<file path="src/rtl/int_to_fp_pipe.sv">
`default_nettype none
// ============================================================================
// int_to_fp_pipe : 3-stage integer-to-float converter, valid/ready both sides
// Rev 1.0
// ============================================================================
module int_to_fp_pipe #(
   parameter int INT_W = 32,
   parameter int EXP_W = 8,
   parameter int MAN_W = 7
) (
   input  logic                     clk_i,
   input  logic                     rst_ni,
   input  logic                     in_valid_i,
   output logic                     in_ready_o,
   input  logic [INT_W-1:0]         int_i,
   input  logic                     signed_i,
   input  logic [1:0]               rnd_mode_i,
   output logic                     out_valid_o,
   input  logic                     out_ready_i,
   output logic [EXP_W+MAN_W:0]     fp_o,
   output logic                     inexact_o,
   output logic                     overflow_o
);

   localparam int c_FP_W  = 1 + EXP_W + MAN_W;
   localparam int c_PW    = (INT_W > 1) ? $clog2(INT_W) : 1;
   localparam int c_EW    = ((EXP_W > c_PW) ? EXP_W : c_PW) + 2;
   localparam int c_XW    = INT_W + MAN_W + 1;
   localparam logic [c_EW-1:0] c_BIAS    = c_EW'(2**(EXP_W-1) - 1);
   localparam logic [c_EW-1:0] c_EXP_TOP = c_EW'(2**EXP_W - 1);

   localparam logic [1:0] c_RNE = 2'b00;
   localparam logic [1:0] c_RTZ = 2'b01;
   localparam logic [1:0] c_RDN = 2'b10;
   localparam logic [1:0] c_RUP = 2'b11;

   // Stage registers
   logic                r_rdy;
   logic                r_s1_v;
   logic [INT_W-1:0]    r_s1_mag;
   logic                r_s1_sign;
   logic [1:0]          r_s1_rnd;

   logic                r_s2_v;
   logic                r_s2_zero;
   logic                r_s2_sign;
   logic [1:0]          r_s2_rnd;
   logic [c_EW-1:0]     r_s2_exp;
   logic [MAN_W-1:0]    r_s2_man;
   logic                r_s2_g;
   logic                r_s2_s;

   logic                r_s3_v;
   logic [c_FP_W-1:0]   r_s3_fp;
   logic                r_s3_inx;
   logic                r_s3_ovf;

   // Flow control: a stage may load when its own register is empty or draining
   logic w_s3_free;
   logic w_s2_free;
   logic w_s1_free;
   logic w_in_fire;

   assign w_s3_free  = !r_s3_v || out_ready_i;
   assign w_s2_free  = !r_s2_v || w_s3_free;
   assign w_s1_free  = !r_s1_v || w_s2_free;
   assign in_ready_o = r_rdy && w_s1_free;
   assign w_in_fire  = in_valid_i && in_ready_o;

   // ---------------- S1: sign and magnitude ----------------
   logic             w_neg;
   logic [INT_W-1:0] w_mag;

   assign w_neg = signed_i && int_i[INT_W-1];
   assign w_mag = w_neg ? (~int_i + INT_W'(1)) : int_i;

   always_ff @(posedge clk_i or negedge rst_ni) begin
      if (!rst_ni) begin
         r_rdy     <= 1'b0;
         r_s1_v    <= 1'b0;
         r_s1_mag  <= '0;
         r_s1_sign <= 1'b0;
         r_s1_rnd  <= 2'b00;
      end else begin
         r_rdy <= 1'b1;
         if (in_ready_o) begin
            r_s1_v <= in_valid_i;
         end
         if (w_in_fire) begin
            r_s1_mag  <= w_mag;
            r_s1_sign <= w_neg;
            r_s1_rnd  <= rnd_mode_i;
         end
      end
   end

   // ---------------- S2: normalise ----------------
   logic [c_PW-1:0]  w_pos;
   logic [c_PW-1:0]  w_shamt;
   logic [INT_W-1:0] w_norm;
   logic [c_XW-1:0]  w_ext;

   always_comb begin
      w_pos = '0;
      for (int i = 0; i < INT_W; i++) begin
         if (r_s1_mag[i]) begin
            w_pos = c_PW'(i);
         end
      end
   end

   assign w_shamt = c_PW'(INT_W - 1) - w_pos;
   assign w_norm  = r_s1_mag << w_shamt;
   // Fraction bits below the hidden one, zero-padded so guard/sticky exist for any widths
   assign w_ext   = {w_norm[INT_W-2:0], {(MAN_W + 2){1'b0}}};

   always_ff @(posedge clk_i or negedge rst_ni) begin
      if (!rst_ni) begin
         r_s2_v    <= 1'b0;
         r_s2_zero <= 1'b0;
         r_s2_sign <= 1'b0;
         r_s2_rnd  <= 2'b00;
         r_s2_exp  <= '0;
         r_s2_man  <= '0;
         r_s2_g    <= 1'b0;
         r_s2_s    <= 1'b0;
      end else begin
         if (w_s2_free) begin
            r_s2_v <= r_s1_v;
         end
         if (w_s2_free && r_s1_v) begin
            r_s2_zero <= !w_norm[INT_W-1];
            r_s2_sign <= r_s1_sign;
            r_s2_rnd  <= r_s1_rnd;
            r_s2_exp  <= c_EW'(w_pos) + c_BIAS;
            r_s2_man  <= w_ext[c_XW-1 -: MAN_W];
            r_s2_g    <= w_ext[c_XW-1-MAN_W];
            r_s2_s    <= |w_ext[c_XW-2-MAN_W:0];
         end
      end
   end

   // ---------------- S3: round, overflow, pack ----------------
   logic                w_inc;
   logic [MAN_W:0]      w_man_sum;
   logic [c_EW-1:0]     w_exp_r;
   logic                w_ovf;
   logic [c_FP_W-1:0]   w_inf;
   logic [c_FP_W-1:0]   w_maxf;
   logic [c_FP_W-1:0]   w_fp;
   logic                w_inx;

   always_comb begin
      w_inc = 1'b0;
      case (r_s2_rnd)
         c_RNE:   w_inc = r_s2_g && (r_s2_s || r_s2_man[0]);
         c_RTZ:   w_inc = 1'b0;
         c_RDN:   w_inc = r_s2_sign && (r_s2_g || r_s2_s);
         c_RUP:   w_inc = !r_s2_sign && (r_s2_g || r_s2_s);
         default: w_inc = 1'b0;
      endcase
   end

   assign w_man_sum = {1'b0, r_s2_man} + (MAN_W + 1)'(w_inc);
   assign w_exp_r   = r_s2_exp + c_EW'(w_man_sum[MAN_W]);
   assign w_ovf     = (w_exp_r >= c_EXP_TOP);
   assign w_inf     = {r_s2_sign, {EXP_W{1'b1}}, {MAN_W{1'b0}}};
   assign w_maxf    = {r_s2_sign, {(EXP_W-1){1'b1}}, 1'b0, {MAN_W{1'b1}}};

   always_comb begin
      w_fp  = '0;
      w_inx = 1'b0;
      if (r_s2_zero) begin
         w_fp  = '0;
         w_inx = 1'b0;
      end else if (w_ovf) begin
         w_inx = 1'b1;
         case (r_s2_rnd)
            c_RNE:   w_fp = w_inf;
            c_RTZ:   w_fp = w_maxf;
            c_RDN:   w_fp = r_s2_sign ? w_inf : w_maxf;
            c_RUP:   w_fp = r_s2_sign ? w_maxf : w_inf;
            default: w_fp = w_inf;
         endcase
      end else begin
         w_fp  = {r_s2_sign, w_exp_r[EXP_W-1:0], w_man_sum[MAN_W-1:0]};
         w_inx = r_s2_g || r_s2_s;
      end
   end

   always_ff @(posedge clk_i or negedge rst_ni) begin
      if (!rst_ni) begin
         r_s3_v   <= 1'b0;
         r_s3_fp  <= '0;
         r_s3_inx <= 1'b0;
         r_s3_ovf <= 1'b0;
      end else begin
         if (w_s3_free) begin
            r_s3_v <= r_s2_v;
         end
         if (w_s3_free && r_s2_v) begin
            r_s3_fp  <= w_fp;
            r_s3_inx <= w_inx;
            r_s3_ovf <= w_ovf && !r_s2_zero;
         end
      end
   end

   assign out_valid_o = r_s3_v;
   assign fp_o        = r_s3_fp;
   assign inexact_o   = r_s3_inx;
   assign overflow_o  = r_s3_ovf;

endmodule
`default_nettype wire

</file>
<file path="config.mk">
export PLATFORM = sky130hd
export DESIGN_NAME = int_to_fp_pipe
export DESIGN_NICKNAME = d
export VERILOG_FILES = /design/src/rtl/int_to_fp_pipe.sv
export SDC_FILE = /design/constraint.sdc
export NUM_CORES = 1
export LEC_CHECK = 0
export ABC_AREA = 1
export CAP_MARGIN = 20
export CORE_UTILIZATION = 58
export CTS_CLUSTER_SIZE = 28
export DETAILED_ROUTE_END_ITERATION = 6
export MAX_ROUTING_LAYER = met4
export PLACE_DENSITY = 0.93
export SYNTH_ARGS = -nofsm -noshare
export SYNTH_HDL_FRONTEND = slang
export SYNTH_SLANG_ARGS = --single-unit
</file>
<file path="constraint.sdc">
create_clock -name clk_i -period 3.4 [get_ports clk_i]
set_input_delay 0.34 -clock clk_i [delete_from_list [all_inputs] [get_ports clk_i]]
set_output_delay 0.34 -clock clk_i [all_outputs]
set_load 0.03 [all_outputs]
</file>
Word level (Yosys, flattened, before mapping). Cells that the tools add are included.

Register bits: 80. Latch bits: 0. Memory bits (writable): 0. Memory bits (read-only): 0. Bits of input ports: 39. Output and inout bits: 20. Word-level logic and storage cells: 90. Memories kept: 0.

Add/subtract/negate cells: 5. $mul: 0. Div/mod/pow operators: 0. $lt $le $gt $ge: 1. Eq/ne operators: 3. Shift-type cells: 1. Mux-type cells: 40. Bitwise operators: 1. Reduce and logical (&&, ||, !) cells: 22.

Operator list (number): $mux 5 (30); $mux 16 (4); $pmux 16 s4 (1); $add 32x1->32 const B (1); $mux 32 (1); $not 32->32 (1); $shl 32x5->32 (1); $reduce_or 23->1 (1); $add 10x1->10 (1); $ge 10x8->1 const B (1); $logic_and 1x1->1 (9); $add 5x7->8 const B (1); $add 7x1->8 (1); $logic_not 1->1 (6); $logic_or 1x1->1 (5); $sub 5x5->5 const A (1); $eq 2x2->1 const B (2); $pmux 1 s4 (1); $mux 1 (3); $eq 2x1->1 const B (1); $logic_not 2->1 (1).

Depth between registers and ports, before layout.
Depth in word-level cells: 34. Depth in mapped cells: 44. Mapped depth without buffers: 43.

Worst setup path after synthesis. No wires, ideal clock.

Kind: reg-to-reg. From: register r_s2_rnd[1]. To: register r_s3_inx (netlist: inexact_o). Library setup time: 87 ps. Arrival time: 2987 ps. Required time: 3313 ps. Slack: 327 ps. Stages on the path, launching flop included: 20. Path buffers: 1. Clock period less this slack: 3073 ps. Cells stage by stage: dfrtp_1 > nand2_1 > xor2_1 > inv_1 > a211oi_1 > ha_1 > nand4_1 > nor2_1 > nand2_1 > nor2_1 > ha_1 > ha_1 > nand3_1 > xor2_1 > nor4_1 > nand3b_1 > nand2_1 > clkbuf_1 > nand2_1 > o211ai_1.

Word-level cells in the longest chain between the ends: 7. Elaborated cells between the ends (all ways): 10. Classes of those cells: add/sub (2); order compare (1); eq/ne (3); mux (3); reduce/logical (1).

RTL lines: from (decl) (line 47) `logic [1:0] r_s2_rnd;`; from (signal assigned) (line 134) `r_s2_rnd <= r_s1_rnd;`; $eq 2x2->1, or another cell as far along (line 155) `case (r_s2_rnd)`; $pmux 1 s4 (*) (line 155); $add 7x1->8 (*) (line 164) `assign w_man_sum = {1'b0, r_s2_man} + (MAN_W + 1)'(w_inc);`; $add 10x1->10 (*) (line 165) `assign w_exp_r = r_s2_exp + c_EW'(w_man_sum[MAN_W]);`; $ge 10x8->1 (*) (line 166) `assign w_ovf = (w_exp_r >= c_EXP_TOP);`; $mux 1 (*) (line 176) `end else if (w_ovf) begin`; $mux 1 (*) (line 173) `if (r_s2_zero) begin`; to (signal assigned) (line 203) `r_s3_inx <= w_inx;`; to (decl) (line 55) `logic r_s3_inx;`.

Every way passes the cells marked *; elsewhere a longest branch is shown, timed or not. A chain may end at the register's enable or synchronous reset.

Worst setup path in the final report.
From: register r_s2_rnd[1]. To: register r_s3_fp[6] (netlist: fp_o[6]).

Word-level cells in the longest chain between the ends: 7. Elaborated cells between the ends (all ways): 11. Classes of those cells: add/sub (2); order compare (1); eq/ne (3); mux (4); reduce/logical (1).

RTL lines: $eq 2x2->1, or another cell as far along (line 155, 178); $pmux 1 s4 (line 155); $add 7x1->8 (line 164); $add 10x1->10 (line 165); $ge 10x8->1 (line 166); $mux 16 (*) (line 176); $mux 16 (*) (line 173); to (signal assigned) (line 202) `r_s3_fp <= w_fp;`; to (decl) (line 54) `logic [c_FP_W-1:0] r_s3_fp;`.

Marked as above.

==> impl_results.md <==
- Synth Flop Type: dfrtp_1
- Lkg Pwr: 3.32 nW
- Tmin final: 3.41 ns
- CP most frequent cell: nand2_2
- Yosys cell types: 43
- Reg2reg setup slack: -0.01 ns
- DR iter-0 viols: 571
- Power Internal: 2.60 mW
- Synth Area in Compound Gates: 13.1%
- Top cell type's share of synthesized area: 34.4%
- Non-filler cells, final: 1059
- Largest net degree at the start of global routing: 79
- Setup Skew: 0.0140 ns
- Synth area leaders: dfrtp_1 34%, nand2_1 17%, nand3_1 10%, o21ai_0 6.5%, inv_1 4.9%
- Num CTS Buffers: 9
- GRT overflow: 0
- Final Cycle Share: 100%
- CP top delay family: simple AND/OR/NAND/NOR gates
- CTS root buffer: clkbuf_8
- Die W: 101 um
- RSZ-0062 raised after global routing: yes
- Failing checks: setup timing
- Htree depth: 3
- Finish-stage setup viols: 5
- Initial antenna violation count: 0
- Flop pwr share: 28.9%
- Die Ht: 101 um
- Sink Count: 78
- Cell Rows: 35
- Post-Synthesis Cells: 857
- Simple-gate share of the synthesized area: 36.4%
- CTS tree: done
- CP arrival: 3.66 ns
- Rel. slew slack: 37.4%
- DRC Markers: 0
- Mean Syn Cell Area: 6.61 um^2
- Synth Area in XOR/XNOR: 5.72%
- Starting density of the core: 60.5%
- Core box area: 9370 um^2
- Top-Level Pins: 59
- PortBufs: 58
- Commonest cells after routing, fill and taps aside: 243 x nand2_1, 106 x nand3_1, 78 x dfrtp_1
- Cts hold-fix bufs: 0
- Critical path data required time: 3.65 ns
- Antenna diodes: 0
- Cell area power density: 694 nW/um^2
- Clk slew on worst S/H paths: 0.09 ns
- Die area: 10200 um^2
- Via count: 5922
- Commonest non-fill, non-tap cell in the layout: nand2_1
- Dpl cells: 1026
- Number of synthesized register bits: 78
- Final hold vios: 0
- Fin Setup TNS: -0.0273 ns
- Largest fanout on the critical path: 7
- VDD IR-drop max: 0.302 mV
- Dpl hpwl: 9490 um
- Syn Nets: 902
- Max stage delay on crit path: 0.40 ns
- Setup WS post-layout: -0.0111 ns
- CTS Buffer Depth: 2
- Register area share after synthesis: 34.4%
- Worst Hold Class: in -> async
- Vias in the first global route: 5207
- Gate power share: 54.8%
- RePlAce Congestion: 0.912
- WL final: 14400 um
- Clock share of power: 16.3%
- Outcome: complete, but fails checks
- First-pass GRT wire length: 22300 um
- CP startpoint: r_s2_rnd[1]
- Crit path kind: reg -> reg
- Sw Ratio: 46.6%
- Mux share of post-synthesis cell area: 0.530%
- Syn Std Cell Area: 5670 um^2
- Reg2reg start: r_s2_rnd[1]
- EDFF count, synth: 0
- Maxcap violations: 0
- Post-synth ARST share: 100%
- Bufs and invs on worst path: 3
- Wirelength per Cell: 13.6 um
- CP max-delay cell: dfrtp_1
- Final Max Slew Viols: 0
- Hold WS: 0.110 ns
- Largest family of logic cells by synthesized area: simple AND/OR/NAND/NOR gates
- Routed Antenna Nets: 0
- Clk Latency, worst-skew pair: 0.37 ns
- Layout cells sized above 1: 13.0%
- Synth warnings: 0
- Via-per-instance ratio: 5.59
- CP Cell Sequence: nand2_2 -> xor2_2 -> inv_2 -> a211oi_2 -> ha_2 -> nand4_1 -> nor2_2 -> nand2_2 -> nor2_4 -> ha_4 -> ha_4 -> xor2_2 -> nand3_1 -> nor4_1 -> nand3b_1 -> nand2_2 -> inv_2 -> o21ai_2 -> buf_6 -> o21ai_2
- Synthesis-to-finish area growth: 24.0%
- CP endpoint kind: flop
- CP startpoint kind: flop
- Tightest Pin Transition: 0.940 ns
- DR pass1 iterations: 6
- Sw power: 2.27 mW
- Max Clock Freq: 293 MHz
- Total GRT Usage: 28.0%
- Area share of fa/ha/maj cells after synthesis: 1.32%
- Total power: 4.87 mW
- Nets: 970
- Cell taking the most area after synthesis: dfrtp_1
[area by class of cell]
cell class | count | area (um^2)
clock inverters | 7 | 103
inverters | 78 | 293
fillers | 701 | 2350
repair buffers | 91 | 868
multi-input cells | 667 | 3520
clock buffers | 9 | 124
flip-flops and latches | 78 | 1950
well taps | 129 | 161
[cells by family after synthesis]
family	count (synthesis)
xor gates and xnor gates	37
DFF	78
and+or+nand+nor	485
muxes	3
AOI/OAI and AO/OA	132
other	1
buffers and inverters	115
adders and majority gates	6
[flip-flops by register name, summed over array words and instances (netlist names)]
signal	cells
r_s2_exp	8
r_s1_v	1
r_rdy	1
r_s2_man	7
overflow_o	1
r_s2_v	1
r_s1_sign	1
r_s1_mag	32
r_s2_s	1
r_s2_rnd	2
out_valid_o	1
r_s2_sign	1
inexact_o	1
r_s2_zero	1
r_s2_g	1
fp_o	16
r_s1_rnd	2
[timing repair]
item                       CTS  global route
pin swaps                    1            23
setup endpoints to repair    4            27
gates resized for setup      2            78
gates cloned                 0             6
buffers inserted             1            10
[cells in the mapped netlist, types with 4 or more instances]
cell	number
or2_2	4
nor3_1	11
nand4_1	6
nor2_1	74
clkbuf_1	24
o21ai_0	74
buf_2	4
nand2_1	260
a21oi_1	14
xor2_1	27
dfrtp_1	78
ha_1	6
xnor2_1	10
nand3_1	116
o31ai_1	6
inv_1	74
o21ai_1	15
o211ai_1	7
buf_6	4
nor4_1	5
[power groups by stage]
| stage | Sequential [mW] | Combinational (mW) | Clock, mW |
|---|---|---|---|
| floorplan | 1.51 | 1.54 | 0 |
| CTS | 1.37 | 2.30 | 0.807 |
| finish | 1.41 | 2.67 | 0.797 |
| detailed placement | 1.38 | 2.27 | 0 |
| global placement | 1.37 | 2.24 | 0 |
| global route | 1.44 | 2.96 | 0.842 |
[stage by stage]
stage | cell area (um^2) | setup WS [ns] | utilization, %
floorplan | 5670 | 0.327 | -
global placement | 6370 | 0.0686 | 67.9
detailed placement | 6370 | -0.0758 | 67.9
CTS | 6610 | 0.0370 | 70.5
global route | 7030 | -0.375 | 75.0
finish | 7030 | -0.0111 | 75.0
[final timing paths]
check	cells after the start	end
worst max-delay path	20	fp_o[6]
worst min-delay path	1	fp_o[11]
worst max register to register	20	fp_o[6]
worst min register to register	2	fp_o[14]
max in group asynchronous	1	r_s1_mag[12]
min in group clk_i	2	fp_o[14]
[routing by layer]
layer / wire [um] / global-route usage [%] / vias to the layer above / share of wire, %
met5: 0 / - / - / 0
met4: 376 / 7.36 / 0 / 2.6
met3: 754 / 4.30 / 60 / 5.2
met2: 7110 / 47.6 / 232 / 49
met1: 6170 / 35.1 / 2674 / 43
li1: - / - / 2956 / -
Note: power is estimated with default switching activity, not from simulation.
